[src/rtl/ceil_div_seq_pkg.sv]
// CfMath: elaboration-time math helpers used to size run-time datapaths.
// ceil_div_seq_pkg: shared types for the ceil_div_seq sequential divider.
//   state_e - FSM state encoding (IDLE, CALC, ADJ, DONE).

package CfMath;

    // Ceiling log2, floored at 1 so a counter sized with it always has a bit.
    function automatic int unsigned log2(input int unsigned value);
        int unsigned result;
        result = 0;
        for (int i = 0; i < 32; i++) begin
            if ((64'(1) << i) < 64'(value)) begin
                result = i + 1;
            end
        end
        if (result == 0) begin
            result = 1;
        end
        return result;
    endfunction

endpackage

package ceil_div_seq_pkg;

    typedef enum logic [1:0] {
        IDLE = 2'd0,
        CALC = 2'd1,
        ADJ  = 2'd2,
        DONE = 2'd3
    } state_e;

endpackage

[src/rtl/ceil_div_step.sv]
// One restoring radix-2 division step (purely combinational).
// Ports:
//   i_rem     - current partial remainder (always < divisor, so W bits suffice)
//   i_bit     - next dividend bit, MSB first
//   i_divisor - divisor
//   o_rem     - next partial remainder, W+1 bits wide
//   o_q_bit   - quotient bit produced by this step

module ceil_div_step #(
    parameter int unsigned DATA_WIDTH = 32
) (
    input  logic [DATA_WIDTH-1:0] i_rem,
    input  logic                  i_bit,
    input  logic [DATA_WIDTH-1:0] i_divisor,
    output logic [DATA_WIDTH:0]   o_rem,
    output logic                  o_q_bit
);

    logic [DATA_WIDTH:0] w_shifted;
    logic [DATA_WIDTH:0] w_diff;

    always_comb begin
        w_shifted = {i_rem, i_bit};
        w_diff    = w_shifted - {1'b0, i_divisor};
        o_q_bit   = (w_shifted >= {1'b0, i_divisor});
        o_rem     = o_q_bit ? w_diff : w_shifted;
    end

endmodule

[src/rtl/ceil_div_seq.sv]
// Sequential ceiling divider: quotient = ceil(dividend / divisor) for run-time
// unsigned operands, one restoring step per cycle, behind valid/ready ports.
// Ports:
//   clk_i, rst_i              - clock, asynchronous active-high reset
//   in_valid_i / in_ready_o   - request handshake (ready only in IDLE)
//   dividend_i, divisor_i     - operands, sampled on the request handshake
//   out_valid_o / out_ready_i - result handshake (valid only in DONE)
//   quotient_o                - ceil(dividend / divisor), all ones on divide by zero
//   remainder_o               - dividend mod divisor, dividend on divide by zero
//   exact_o                   - remainder is zero (never set on divide by zero)
//   div_zero_o                - divisor was zero

module ceil_div_seq
    import ceil_div_seq_pkg::*;
#(
    parameter int unsigned DATA_WIDTH = 32
) (
    input  logic                  clk_i,
    input  logic                  rst_i,
    input  logic                  in_valid_i,
    output logic                  in_ready_o,
    input  logic [DATA_WIDTH-1:0] dividend_i,
    input  logic [DATA_WIDTH-1:0] divisor_i,
    output logic                  out_valid_o,
    input  logic                  out_ready_i,
    output logic [DATA_WIDTH-1:0] quotient_o,
    output logic [DATA_WIDTH-1:0] remainder_o,
    output logic                  exact_o,
    output logic                  div_zero_o
);

    localparam int unsigned CntWidth = CfMath::log2(DATA_WIDTH);
    localparam logic [CntWidth-1:0] CntStart = CntWidth'(DATA_WIDTH - 1);

    state_e                r_state,   w_state_nxt;
    // Holds the dividend at accept and shifts quotient bits in from the LSB,
    // so after the last step it contains the floor quotient.
    logic [DATA_WIDTH-1:0] r_quot,    w_quot_nxt;
    logic [DATA_WIDTH:0]   r_rem,     w_rem_nxt;
    logic [DATA_WIDTH-1:0] r_divisor, w_divisor_nxt;
    logic [CntWidth-1:0]   r_cnt,     w_cnt_nxt;
    logic                  r_exact,   w_exact_nxt;
    logic                  r_dz,      w_dz_nxt;

    logic [DATA_WIDTH:0]   w_step_rem;
    logic                  w_step_q;

    // The partial remainder is always below the divisor entering a step, so
    // its top bit is zero and only the low W bits feed the shift.
    ceil_div_step #(
        .DATA_WIDTH (DATA_WIDTH)
    ) u_step (
        .i_rem     (r_rem[DATA_WIDTH-1:0]),
        .i_bit     (r_quot[DATA_WIDTH-1]),
        .i_divisor (r_divisor),
        .o_rem     (w_step_rem),
        .o_q_bit   (w_step_q)
    );

    always_comb begin
        w_state_nxt   = r_state;
        w_quot_nxt    = r_quot;
        w_rem_nxt     = r_rem;
        w_divisor_nxt = r_divisor;
        w_cnt_nxt     = r_cnt;
        w_exact_nxt   = r_exact;
        w_dz_nxt      = r_dz;

        unique case (r_state)
            IDLE: begin
                if (in_valid_i) begin
                    w_divisor_nxt = divisor_i;
                    w_cnt_nxt     = CntStart;
                    w_exact_nxt   = 1'b0;
                    if (divisor_i == '0) begin
                        // Divide by zero bypasses the datapath entirely.
                        w_quot_nxt  = '1;
                        w_rem_nxt   = {1'b0, dividend_i};
                        w_dz_nxt    = 1'b1;
                        w_state_nxt = DONE;
                    end else begin
                        w_quot_nxt  = dividend_i;
                        w_rem_nxt   = '0;
                        w_dz_nxt    = 1'b0;
                        w_state_nxt = CALC;
                    end
                end
            end
            CALC: begin
                w_quot_nxt = {r_quot[DATA_WIDTH-2:0], w_step_q};
                w_rem_nxt  = w_step_rem;
                if (r_cnt == '0) begin
                    w_state_nxt = ADJ;
                end else begin
                    w_cnt_nxt = r_cnt - 1'b1;
                end
            end
            ADJ: begin
                // Non-zero remainder implies divisor >= 2, so the +1 cannot wrap.
                if (r_rem != '0) begin
                    w_quot_nxt  = r_quot + 1'b1;
                    w_exact_nxt = 1'b0;
                end else begin
                    w_exact_nxt = 1'b1;
                end
                w_state_nxt = DONE;
            end
            DONE: begin
                if (out_ready_i) begin
                    w_state_nxt = IDLE;
                end
            end
            default: begin
                w_state_nxt = IDLE;
            end
        endcase
    end

    always_ff @(posedge clk_i or posedge rst_i) begin
        if (rst_i) begin
            r_state   <= IDLE;
            r_quot    <= '0;
            r_rem     <= '0;
            r_divisor <= '0;
            r_cnt     <= '0;
            r_exact   <= 1'b0;
            r_dz      <= 1'b0;
        end else begin
            r_state   <= w_state_nxt;
            r_quot    <= w_quot_nxt;
            r_rem     <= w_rem_nxt;
            r_divisor <= w_divisor_nxt;
            r_cnt     <= w_cnt_nxt;
            r_exact   <= w_exact_nxt;
            r_dz      <= w_dz_nxt;
        end
    end

    always_comb begin
        in_ready_o  = (r_state == IDLE);
        out_valid_o = (r_state == DONE);
        quotient_o  = r_quot;
        remainder_o = r_rem[DATA_WIDTH-1:0];
        exact_o     = r_exact;
        div_zero_o  = r_dz;
    end

endmodule

[config.mk]
export PLATFORM = sky130hd
export DESIGN_NAME = ceil_div_seq
export DESIGN_NICKNAME = d
export VERILOG_FILES = /design/src/rtl/ceil_div_seq_pkg.sv /design/src/rtl/ceil_div_step.sv /design/src/rtl/ceil_div_seq.sv
export SDC_FILE = /design/constraint.sdc
export NUM_CORES = 1
export LEC_CHECK = 0
export ABC_AREA = 1
export CORE_MARGIN = 10
export CORE_UTILIZATION = 60
export CTS_CLUSTER_SIZE = 40
export DETAILED_ROUTE_END_ITERATION = 8
export PLACE_DENSITY = 0.86
export SLEW_MARGIN = 20
export SYNTH_ARGS = -nofsm -noshare
export SYNTH_HDL_FRONTEND = slang
export SYNTH_SLANG_ARGS = --single-unit
[constraint.sdc]
create_clock -name clk_i -period 8.1 [get_ports clk_i]
set_input_delay 0.81 -clock clk_i [delete_from_list [all_inputs] [get_ports clk_i]]
set_output_delay 0.81 -clock clk_i [all_outputs]
set_load 0.005 [all_outputs]
==> results of run 1 <==
## logic make-up (layout without fill, tap and decap cells)
family                   after synthesis  in the layout  share of synthesized area (%)
AND/OR/NAND/NOR                      866            866                           39.2
buffers and inverters                355            432                           15.6
AO/OA/AOI/OAI                        199            199                           11.3
flip-flops                           106            106                           27.1
adder cells (fa/ha/maj)               40             40                           5.19
XOR/XNOR                              17             17                           1.52
multiplexers                           1              1                          0.115
## through the flow
stage / std cells / power, mW / utilization, %
2_1_floorplan: 1584 / 4.16 / -
3_3_place_gp: 1861 / 5.23 / 68.9
6_report: 1877 / 5.88 / 70.8
5_1_grt: 1877 / 6.45 / 70.8
4_1_cts: 1877 / 5.81 / 70.8
3_5_place_dp: 1861 / 5.32 / 68.9
## power by group through the flow
stage	registers, mW	logic, mW	clock network (mW)
after detailed placement	1.14	4.18	0
final	1.16	4.26	0.464
after global placement	1.14	4.09	0
after floorplan	1.02	3.14	0
after CTS	1.14	4.21	0.461
after global routing	1.19	4.78	0.483
## state kept, by name, indices dropped and copies added, names as in the netlist
name,cells
exact_o,1
r_cnt,5
quotient_o,32
r_state,2
div_zero_o,1
r_divisor,32
r_rem,33
## cells in the final DEF (no fill, tap or decap), types with 8 or more instances in the layout
master / count
o21ai_0: 61
ha_1: 38
nor4_1: 11
nand3_2: 9
inv_1: 265
nor3_1: 20
clkbuf_16: 9
nand4_1: 21
nor2_1: 119
dfrtp_1: 106
nand3_1: 124
o211ai_1: 14
nand2_1: 499
nor2_2: 9
o22ai_1: 14
o21ai_1: 13
buf_4: 8
nand3b_1: 18
nand2_2: 10
a21oi_1: 77
xnor2_1: 13
clkdlybuf4s50_1: 135
## worst max-delay path by stage
stage	to	depth (start not counted)
final	r_rem[3]	10
after global routing	r_cnt[4]	11
after CTS	r_rem[3]	10
after detailed placement	r_rem[3]	10
after global placement	r_rem[7]	10
after floorplan	div_zero_o	1
## worst max-delay path: stages
cell	delay, ps
clkdlybuf4s50_1	490
nand2_1	620
inv_1	190
buf_4	390
a21oi_2	140
inv_1	130
buf_4	490
nand2_1	150
inv_1	80
a21oi_1	60
## routing by layer
layer / GRT usage [%] / vias to the layer above / routed length, um
met5: 0 / - / 0
met4: 9.81 / 0 / 1030
met3: 5.80 / 58 / 2690
met2: 48.2 / 477 / 15200
met1: 38.6 / 4813 / 13900
li1: - / 5115 / -
## final cells by class
class,count,area [um^2]
well taps,216,270
multi-input cells,1123,5620
clock inverters,7,72.6
repair buffers,143,1410
inverters,273,1030
fillers,1487,4660
flip-flops and latches,106,2650
clock buffers,9,225
==> impl_metrics.json, run 1 <==
{
  "setup_violations": 0,
  "yosys_register_bits": 106,
  "yosysMostFrequentCell": "nand2_1",
  "antenna_found_initial": 0,
  "clk_latency_ps": 370,
  "post-route-period-util_pct": 41.1,
  "final_cell_area_mm2": 0.0113,
  "seq_power_share_pct": 19.6,
  "wl_per_cell_um": 17.5,
  "fin_crit_ps": 3330,
  "setup_ws_ps": 4770,
  "status": "completed",
  "p_sw_mw": 3.28,
  "cts_buffers": 9,
  "overflow": 0,
  "r2r_end": "r_rem[3]",
  "yosys.area.top_type": "dfrtp_1",
  "worst_setup_path_end_kind": "flop",
  "ff2ff_setup_slack_ps": 4900,
  "leakage_nw": 5.74,
  "yosys.area.top_type_share_pct": 27.1,
  "wirelength_mm": 32.8,
  "path_max_fanout": 58,
  "root_buffer": "clkbuf_16",
  "synth_edf_count": 0,
  "synth_area_mm2": 0.00979,
  "postSynthAreaPerCell_um2": 6.18,
  "clock-skew-final_ps": 8.91,
  "grt_pass1_vias": 9938,
  "startpoint": "in_valid_i",
  "rows": 46,
  "max-vdd-ir-drop_mv": 0.290,
  "slew-limit-headroom_pct": 29.6,
  "worstMarginPinSlew_ps": 1050,
  "ys_async_sr_fraction_pct": 100,
  "port_buffers": 135,
  "via_per_inst": 5.57,
  "whs_path_depth": 2,
  "dpl_cell_area_mm2": 0.0110,
  "clock_path_buffers": 2,
  "die_h_um": 148,
  "hold_start": "r_divisor[26]",
  "r2r.worst_path.cells": 11,
  "htree_levels": 3,
  "core_area_mm2": 0.0159,
  "grt_max_degree": 64,
  "start_kind": "input port",
  "grt_pass1_wl_mm": 52.5,
  "pin_count": 136,
  "die_area_mm2": 0.0218,
  "post-cts-setup-buffer-count": 0,
  "cts_tree": "built",
  "crit_type": "in2reg",
  "via_count": 10500,
  "hp-class": "reg2reg",
  "hold_buffers": 0,
  "ys_types": 46,
  "die_w_um": 148,
  "cp.arrival_ps": 3590,
  "synth_fp_nets": 1692,
  "fin_setup_tns_ps": 0,
  "synth.yosys.seq_area_share_pct": 27.1,
  "p_comb_share_pct": 72.5,
  "syn_inst": 1584,
  "drive_gt1_share_pct": 5.12,
  "maxCapViolations": 0,
  "yosys-top-cells-count": "499 x nand2_1, 266 x inv_1, 124 x nand3_1, 120 x nor2_1, 106 x dfrtp_1",
  "route.detailed.drc": 0,
  "syn_to_final_growth_pct": 15.2,
  "ctsResizeCount": 0,
  "dp_slack_ps": 4450,
  "switching_share_pct": 55.8,
  "clock-sinks": 106,
  "nNetsFinal": 1764,
  "antennaDiodeCount": 0,
  "synth_top_cells_by_area": "dfrtp_1 27%, nand2_1 19%, inv_1 10%, nand3_1 6.3%, ha_1 5.0%",
  "p_int_mw": 2.60,
  "whs_ps": 497,
  "clkPwrFrac_pct": 7.9,
  "place_congestion": 0.983,
  "dp_hpwl_mm": 25.3,
  "initial_utilization_pct": 61.4,
  "fmax_mhz": 300,
  "first_iter_violations": 930,
  "cts.reportedPaths.clkPinSlew_ps": 90,
  "p_per_area_mw_per_mm2": 522,
  "drv_slew": 0,
  "rsz0062_at_grt": "no",
  "critPathRequiredTime_ps": 8360,
  "whs_endpoint": "r_divisor[26]",
  "yosysWarningCount": 0,
  "synthFlopType": "dfrtp_1",
  "r2r-start": "r_state[0]",
  "hold_viol_final": 0,
  "antenna_left": 0,
  "grt_usage_pct": 29.7,
  "first_pass_iters": 5
}
Power figures use the tool's default switching activity.
==> run 2: changes to the inputs <==
--- a/config.mk
+++ b/config.mk
@@ -7,10 +7,10 @@
 export LEC_CHECK = 0
 export ABC_AREA = 1
 export CORE_MARGIN = 10
-export CORE_UTILIZATION = 60
+export CORE_UTILIZATION = 57
 export CTS_CLUSTER_SIZE = 40
 export DETAILED_ROUTE_END_ITERATION = 8
-export PLACE_DENSITY = 0.86
+export PLACE_DENSITY = 0.83
 export SLEW_MARGIN = 20
 export SYNTH_ARGS = -nofsm -noshare
 export SYNTH_HDL_FRONTEND = slang
==> constraint.sdc (replaced) <==
create_clock -name clk_i -period 3.1 [get_ports clk_i]
set_input_delay 0.31 -clock clk_i [delete_from_list [all_inputs] [get_ports clk_i]]
set_output_delay 0.31 -clock clk_i [all_outputs]
set_load 0.005 [all_outputs]
==> run 2 against run 1 <==
Global-route usage grew 0.60 points; count of clock-buffer cells in the layout did not move; critical path type is now reg2reg; power grew to 2.7 times the previous value; critical endpoint is now quotient_o[28]; sequential power grew to 2.5 times the previous value; via count increased by 2.1%; highest routed layer unchanged; clock skew grew 3.6 ps; register-to-register slack got worse by 4400 ps.
==> impl_metrics.json, run 2 (synthesis results as in run 1) <==
{
  "status": "completed",
  "clk_latency_ps": 370,
  "n_fill_cell": 1496,
  "max-vdd-ir-drop_mv": 0.643,
  "drv_slew": 0,
  "cts.reportedPaths.clkPinSlew_ps": 80,
  "maxCapViolations": 0,
  "grt_usage_pct": 30.3,
  "grt_pass1_vias": 10300,
  "first_pass_iters": 5,
  "ff2ff_setup_slack_ps": 510,
  "post-route-period-util_pct": 83.5,
  "ctsResizeCount": 0,
  "placed_cells": 1888,
  "regMostFlops": "r_rem",
  "antennaDiodeCount": 0,
  "post-cts-setup-buffer-count": 0,
  "via_count": 10700,
  "r2r-start": "r_state[0]",
  "clock-sinks": 106,
  "final_cell_mix": "499 x nand2_1, 264 x inv_1, 135 x clkdlybuf4s50_1",
  "path_max_fanout": 22,
  "nNetsFinal": 1787,
  "cts_buffers": 9,
  "setup_violations": 0,
  "antenna_found_initial": 0,
  "largest_register_ffs": 33,
  "p_per_area_mw_per_mm2": 1380,
  "die_area_mm2": 0.0228,
  "via_per_inst": 5.61,
  "die_w_um": 151,
  "pin_count": 136,
  "core_area_mm2": 0.0167,
  "worstMarginPinSlew_ps": 754,
  "syn_to_final_growth_pct": 17.4,
  "overflow": 0,
  "clock_path_buffers": 2,
  "whs_ps": 254,
  "cp.arrival_ps": 2840,
  "clock-skew-final_ps": 12.5,
  "route.detailed.drc": 0,
  "htree_levels": 3,
  "endpoint": "quotient_o[28]",
  "leakage_nw": 5.86,
  "start_kind": "flop",
  "die_h_um": 151,
  "drive_gt1_share_pct": 6.36,
  "wirelength_mm": 34.3,
  "rsz0062_at_grt": "no",
  "grt_pass1_wl_mm": 54.8,
  "crit_type": "reg2reg",
  "hp-class": "in2async",
  "dp_hpwl_mm": 27.1,
  "final_cells": 1903,
  "wl_per_cell_um": 18.0,
  "r2r.worst_path.cells": 10,
  "final_common_cell": "nand2_1",
  "r2r_end": "quotient_o[28]",
  "antenna_left": 0,
  "rows": 47,
  "first_iter_violations": 1121,
  "totalPowerFinal_mw": 15.9,
  "worst_setup_path_end_kind": "flop",
  "fmax_mhz": 386,
  "place_congestion": 1.03,
  "critPathRequiredTime_ps": 3350,
  "cts_tree": "built",
  "hold_buffers": 0,
  "initial_utilization_pct": 58.6,
  "port_buffers": 135,
  "slew-limit-headroom_pct": 49.7,
  "root_buffer": "clkbuf_16",
  "grt_max_degree": 63,
  "fin_crit_ps": 2590,
  "startpoint": "r_state[0]",
  "hold_viol_final": 0,
  "fin_setup_tns_ps": 0
}
## run 2: changes by cell type in the layout (fill, tap and decap cells not counted), sizes merged
cell / change
clkinv: -1
inv: -1
buf: +23
bufinv: +1
## run 2: power by group
group	total [mW]	internal, mW	switching (mW)
Combinational	11.7	4.35	7.36
Sequential	2.93	2.09	0.841
Clock	1.25	0.636	0.612
Total	15.9	7.08	8.81
## run 2: how the worst min path moves through the flow
stage / startpoint / end / slack [ps] / cells after the start
after floorplan: divisor_i[10] / r_divisor[10] / 430 / 2
after global placement: r_divisor[4] / r_divisor[4] / 470 / 2
after detailed placement: r_divisor[3] / r_divisor[3] / 480 / 2
after CTS: rst_i / r_divisor[5] / 260 / 2
after global routing: rst_i / r_divisor[0] / 270 / 2
final: rst_i / r_divisor[0] / 250 / 2
## run 2: through the flow
stage,worst slack [ps],area (um^2),util [%]
2_1_floorplan,1.11,9790,-
3_3_place_gp,447,11200,67.0
3_5_place_dp,478,11200,67.0
4_1_cts,545,11500,68.8
5_1_grt,316,11500,68.8
6_report,510,11500,68.8
## run 2: area by class of cell
cell class                      instances  area, um^2  area share (%)
Timing Repair Buffer                  166        1620            14.1
Multi-Input combinational cell       1123        5620            48.9
Tap cell                              220         275            2.39
Sequential cell                       106        2650            23.1
Clock buffer                            9         225            1.96
Inverter                              273        1030            8.93
Clock inverter                          6        76.3           0.664
## run 2: metal layers
metal / wire length (um) / track usage [%] / vias up
met5: 0 / 0 / -
met4: 1030 / 9.96 / 0
met1: 14100 / 38.9 / 4930
met2: 15800 / 48.9 / 533
met3: 3440 / 7.37 / 61
li1: - / - / 5159
## run 2: critical path: stages, from the launching register on
cell     delay [ps]
dfrtp_1         380
inv_1            80
ha_1            220
inv_2           220
nor4_1          100
nand3_1          90
nor2_1           90
nor2_2          590
inv_2           430
nand2_1         180
nand2_1          70
==> run 3: changes to the inputs <==
--- a/config.mk
+++ b/config.mk
@@ -7,10 +7,10 @@
 export LEC_CHECK = 0
 export ABC_AREA = 1
 export CORE_MARGIN = 10
-export CORE_UTILIZATION = 57
+export CORE_UTILIZATION = 51
 export CTS_CLUSTER_SIZE = 40
 export DETAILED_ROUTE_END_ITERATION = 8
-export PLACE_DENSITY = 0.83
+export PLACE_DENSITY = 0.78
 export SLEW_MARGIN = 20
 export SYNTH_ARGS = -nofsm -noshare
 export SYNTH_HDL_FRONTEND = slang
==> constraint.sdc (replaced) <==
create_clock -name clk_i -period 2.3 [get_ports clk_i]
set_input_delay 0.23 -clock clk_i [delete_from_list [all_inputs] [get_ports clk_i]]
set_output_delay 0.23 -clock clk_i [all_outputs]
set_load 0.005 [all_outputs]
==> run 3 against run 2 <==
Via count up 1.2%; die area is 10% higher; clock skew is 1.7 ps higher; critical path type unchanged; sequential share of layout area fell by 1.9 points; clock power increased by 31%; worst setup slack got worse by 450 ps; highest routed layer unchanged; register-to-register slack got worse by 450 ps.
==> impl_metrics.json, run 3 (synthesis results as in run 1) <==
{
  "status": "completed",
  "seq_area_mm2": 0.00266,
  "dp_hpwl_mm": 27.3,
  "cts_tree": "built",
  "dp_slack_ps": -214,
  "r2r.worst_path.cells": 15,
  "port_buffers": 135,
  "grt_pass1_vias": 10400,
  "cp_cell_sequence": "ha_4 > nand2_1 > nand2_1 > nand2_1 > nand2_1 > nand2_1 > nand2_1 > nand2_1 > nand2_2 > nor2_8 > nand2_8 > buf_4 > nand3_1 > nand2_1 > a21oi_1",
  "max-vdd-ir-drop_mv": 0.943,
  "path_common_cell": "nand2_1",
  "antennaDiodeCount": 0,
  "wirelength_mm": 35.0,
  "maxCapViolations": 0,
  "drv_slew": 0,
  "clock-skew-final_ps": 14.1,
  "syn_to_final_growth_pct": 28.3,
  "leakage_nw": 6.27,
  "largest_register_ffs": 33,
  "grt_max_degree": 68,
  "multi_input_area_mm2": 0.00601,
  "hold_buffers": 0,
  "regMostFlops": "r_rem",
  "nNetsFinal": 1863,
  "switching_share_pct": 52.4,
  "worstMarginPinSlew_ps": 613,
  "hp-class": "in2async",
  "first_pass_iters": 5,
  "wl_per_cell_um": 17.5,
  "worst_setup_path_end_kind": "flop",
  "die_h_um": 159,
  "crit_type": "reg2reg",
  "crit_path_max_incr_delay_ps": 450,
  "setup_ws_ps": 61.8,
  "root_buffer": "clkbuf_16",
  "cp_top_family": "simple AND/OR/NAND/NOR gates",
  "path_max_fanout": 6,
  "antenna_left": 0,
  "route.detailed.drc": 0,
  "clock-sinks": 106,
  "clkPwrFrac_pct": 6.9,
  "place_congestion": 1.01,
  "dpl_cell_area_mm2": 0.0118,
  "pin_count": 136,
  "cts_buffers": 9,
  "die_w_um": 159,
  "final_common_cell": "nand2_1",
  "r2r_end": "r_rem[30]",
  "p_int_mw": 11.3,
  "start_kind": "flop",
  "fin_crit_ps": 2240,
  "drive_gt1_share_pct": 13.9,
  "antenna_found_initial": 0,
  "fmax_mhz": 447,
  "p_per_area_mw_per_mm2": 1900,
  "setup_violations": 0,
  "ff2ff_setup_slack_ps": 60,
  "slew-limit-headroom_pct": 59.1,
  "core_area_mm2": 0.0188,
  "overflow": 0,
  "cp.arrival_ps": 2540,
  "first_iter_violations": 956,
  "htree_levels": 3,
  "grt_pass1_wl_mm": 54.5,
  "p_sw_mw": 12.5,
  "n_fill_cell": 1678,
  "cts.reportedPaths.clkPinSlew_ps": 80,
  "slowest_stage": "dfrtp_1",
  "post-route-period-util_pct": 97.3,
  "seq_power_share_pct": 16.2,
  "initial_utilization_pct": 52.2,
  "hold_viol_final": 0,
  "via_per_inst": 5.42,
  "grt_usage_pct": 27.6,
  "crit_buf_inv": 1,
  "fin_util_pct": 66.9,
  "fin_setup_tns_ps": 0,
  "critPathRequiredTime_ps": 2600,
  "clk_latency_ps": 370,
  "r2r-start": "r_rem[17]",
  "clock_path_buffers": 2,
  "final_cell_mix": "485 x nand2_1, 261 x inv_1, 135 x clkdlybuf4s50_1",
  "die_area_mm2": 0.0251,
  "rows": 50,
  "via_count": 10800,
  "final_cell_area_mm2": 0.0126,
  "p_comb_share_pct": 76.9
}
[run 3: cell count changes in the layout (fill, tap and decap cells not counted), moves of 4 or more]
| cell | delta |
|---|---|
| a21oi_1 | -4 |
| a21oi_2 | +4 |
| buf_12 | +8 |
| buf_4 | +66 |
| ha_1 | -24 |
| ha_2 | +4 |
| ha_4 | +20 |
| nand2_1 | -14 |
| nand2_2 | +14 |
| nor2_1 | -8 |
| nor2_2 | +6 |
[run 3: through the flow]
step           instances  hold WS, ps  power [mW]
2_1_floorplan       1584          351        14.7
3_3_place_gp        1974          469        20.3
3_5_place_dp        1974          478        20.6
4_1_cts             1990          183        22.3
5_1_grt             1994          201        25.9
6_report            1994          183        23.8
[run 3: power groups by stage]
stage | clock network [mW] | logic, mW | registers (mW)
2_1_floorplan | 0 | 11.0 | 3.61
3_3_place_gp | 0 | 16.6 | 3.73
3_5_place_dp | 0 | 16.9 | 3.72
4_1_cts | 1.66 | 17.0 | 3.71
5_1_grt | 1.73 | 20.2 | 3.95
6_report | 1.64 | 18.3 | 3.85
[run 3: layout make-up]
type / count / share of cell area [%]
Multi-Input combinational cell: 1125 / 47.9
Sequential cell: 106 / 21.1
Timing Repair Buffer: 240 / 18.1
Inverter: 273 / 8.19
Tap cell: 234 / 2.33
Clock buffer: 10 / 1.90
Clock inverter: 6 / 0.448
[run 3: worst max path at each step]
stage / to / from / cells after the start
6_report: r_rem[30] / r_rem[17] / 15
3_3_place_gp: r_rem[7] / divisor_i[30] / 12
5_1_grt: r_rem[2] / r_rem[17] / 15
3_5_place_dp: r_rem[6] / divisor_i[30] / 12
2_1_floorplan: r_rem[28] / quotient_o[31] / 15
4_1_cts: r_rem[25] / r_divisor[12] / 16
[run 3: timing repair]
| item | in CTS | in global routing |
|---|---|---|
| cloned | 0 | 2 |
| pin swaps | 1 | 8 |
| setup endpoints to repair | 12 | 36 |
| resized for setup | 2 | 72 |
| buffers inserted | 0 | 2 |
[run 3: metal layers]
layer / share of wire, % / up-vias / GRT usage (%) / routed length, um
met5: 0 / - / 0 / 0
met4: 3.7 / 0 / 10.5 / 1310
met3: 7.4 / 72 / 5.02 / 2580
met2: 47 / 446 / 45.2 / 16400
met1: 42 / 4986 / 35.4 / 14700
li1: - / 5305 / - / -
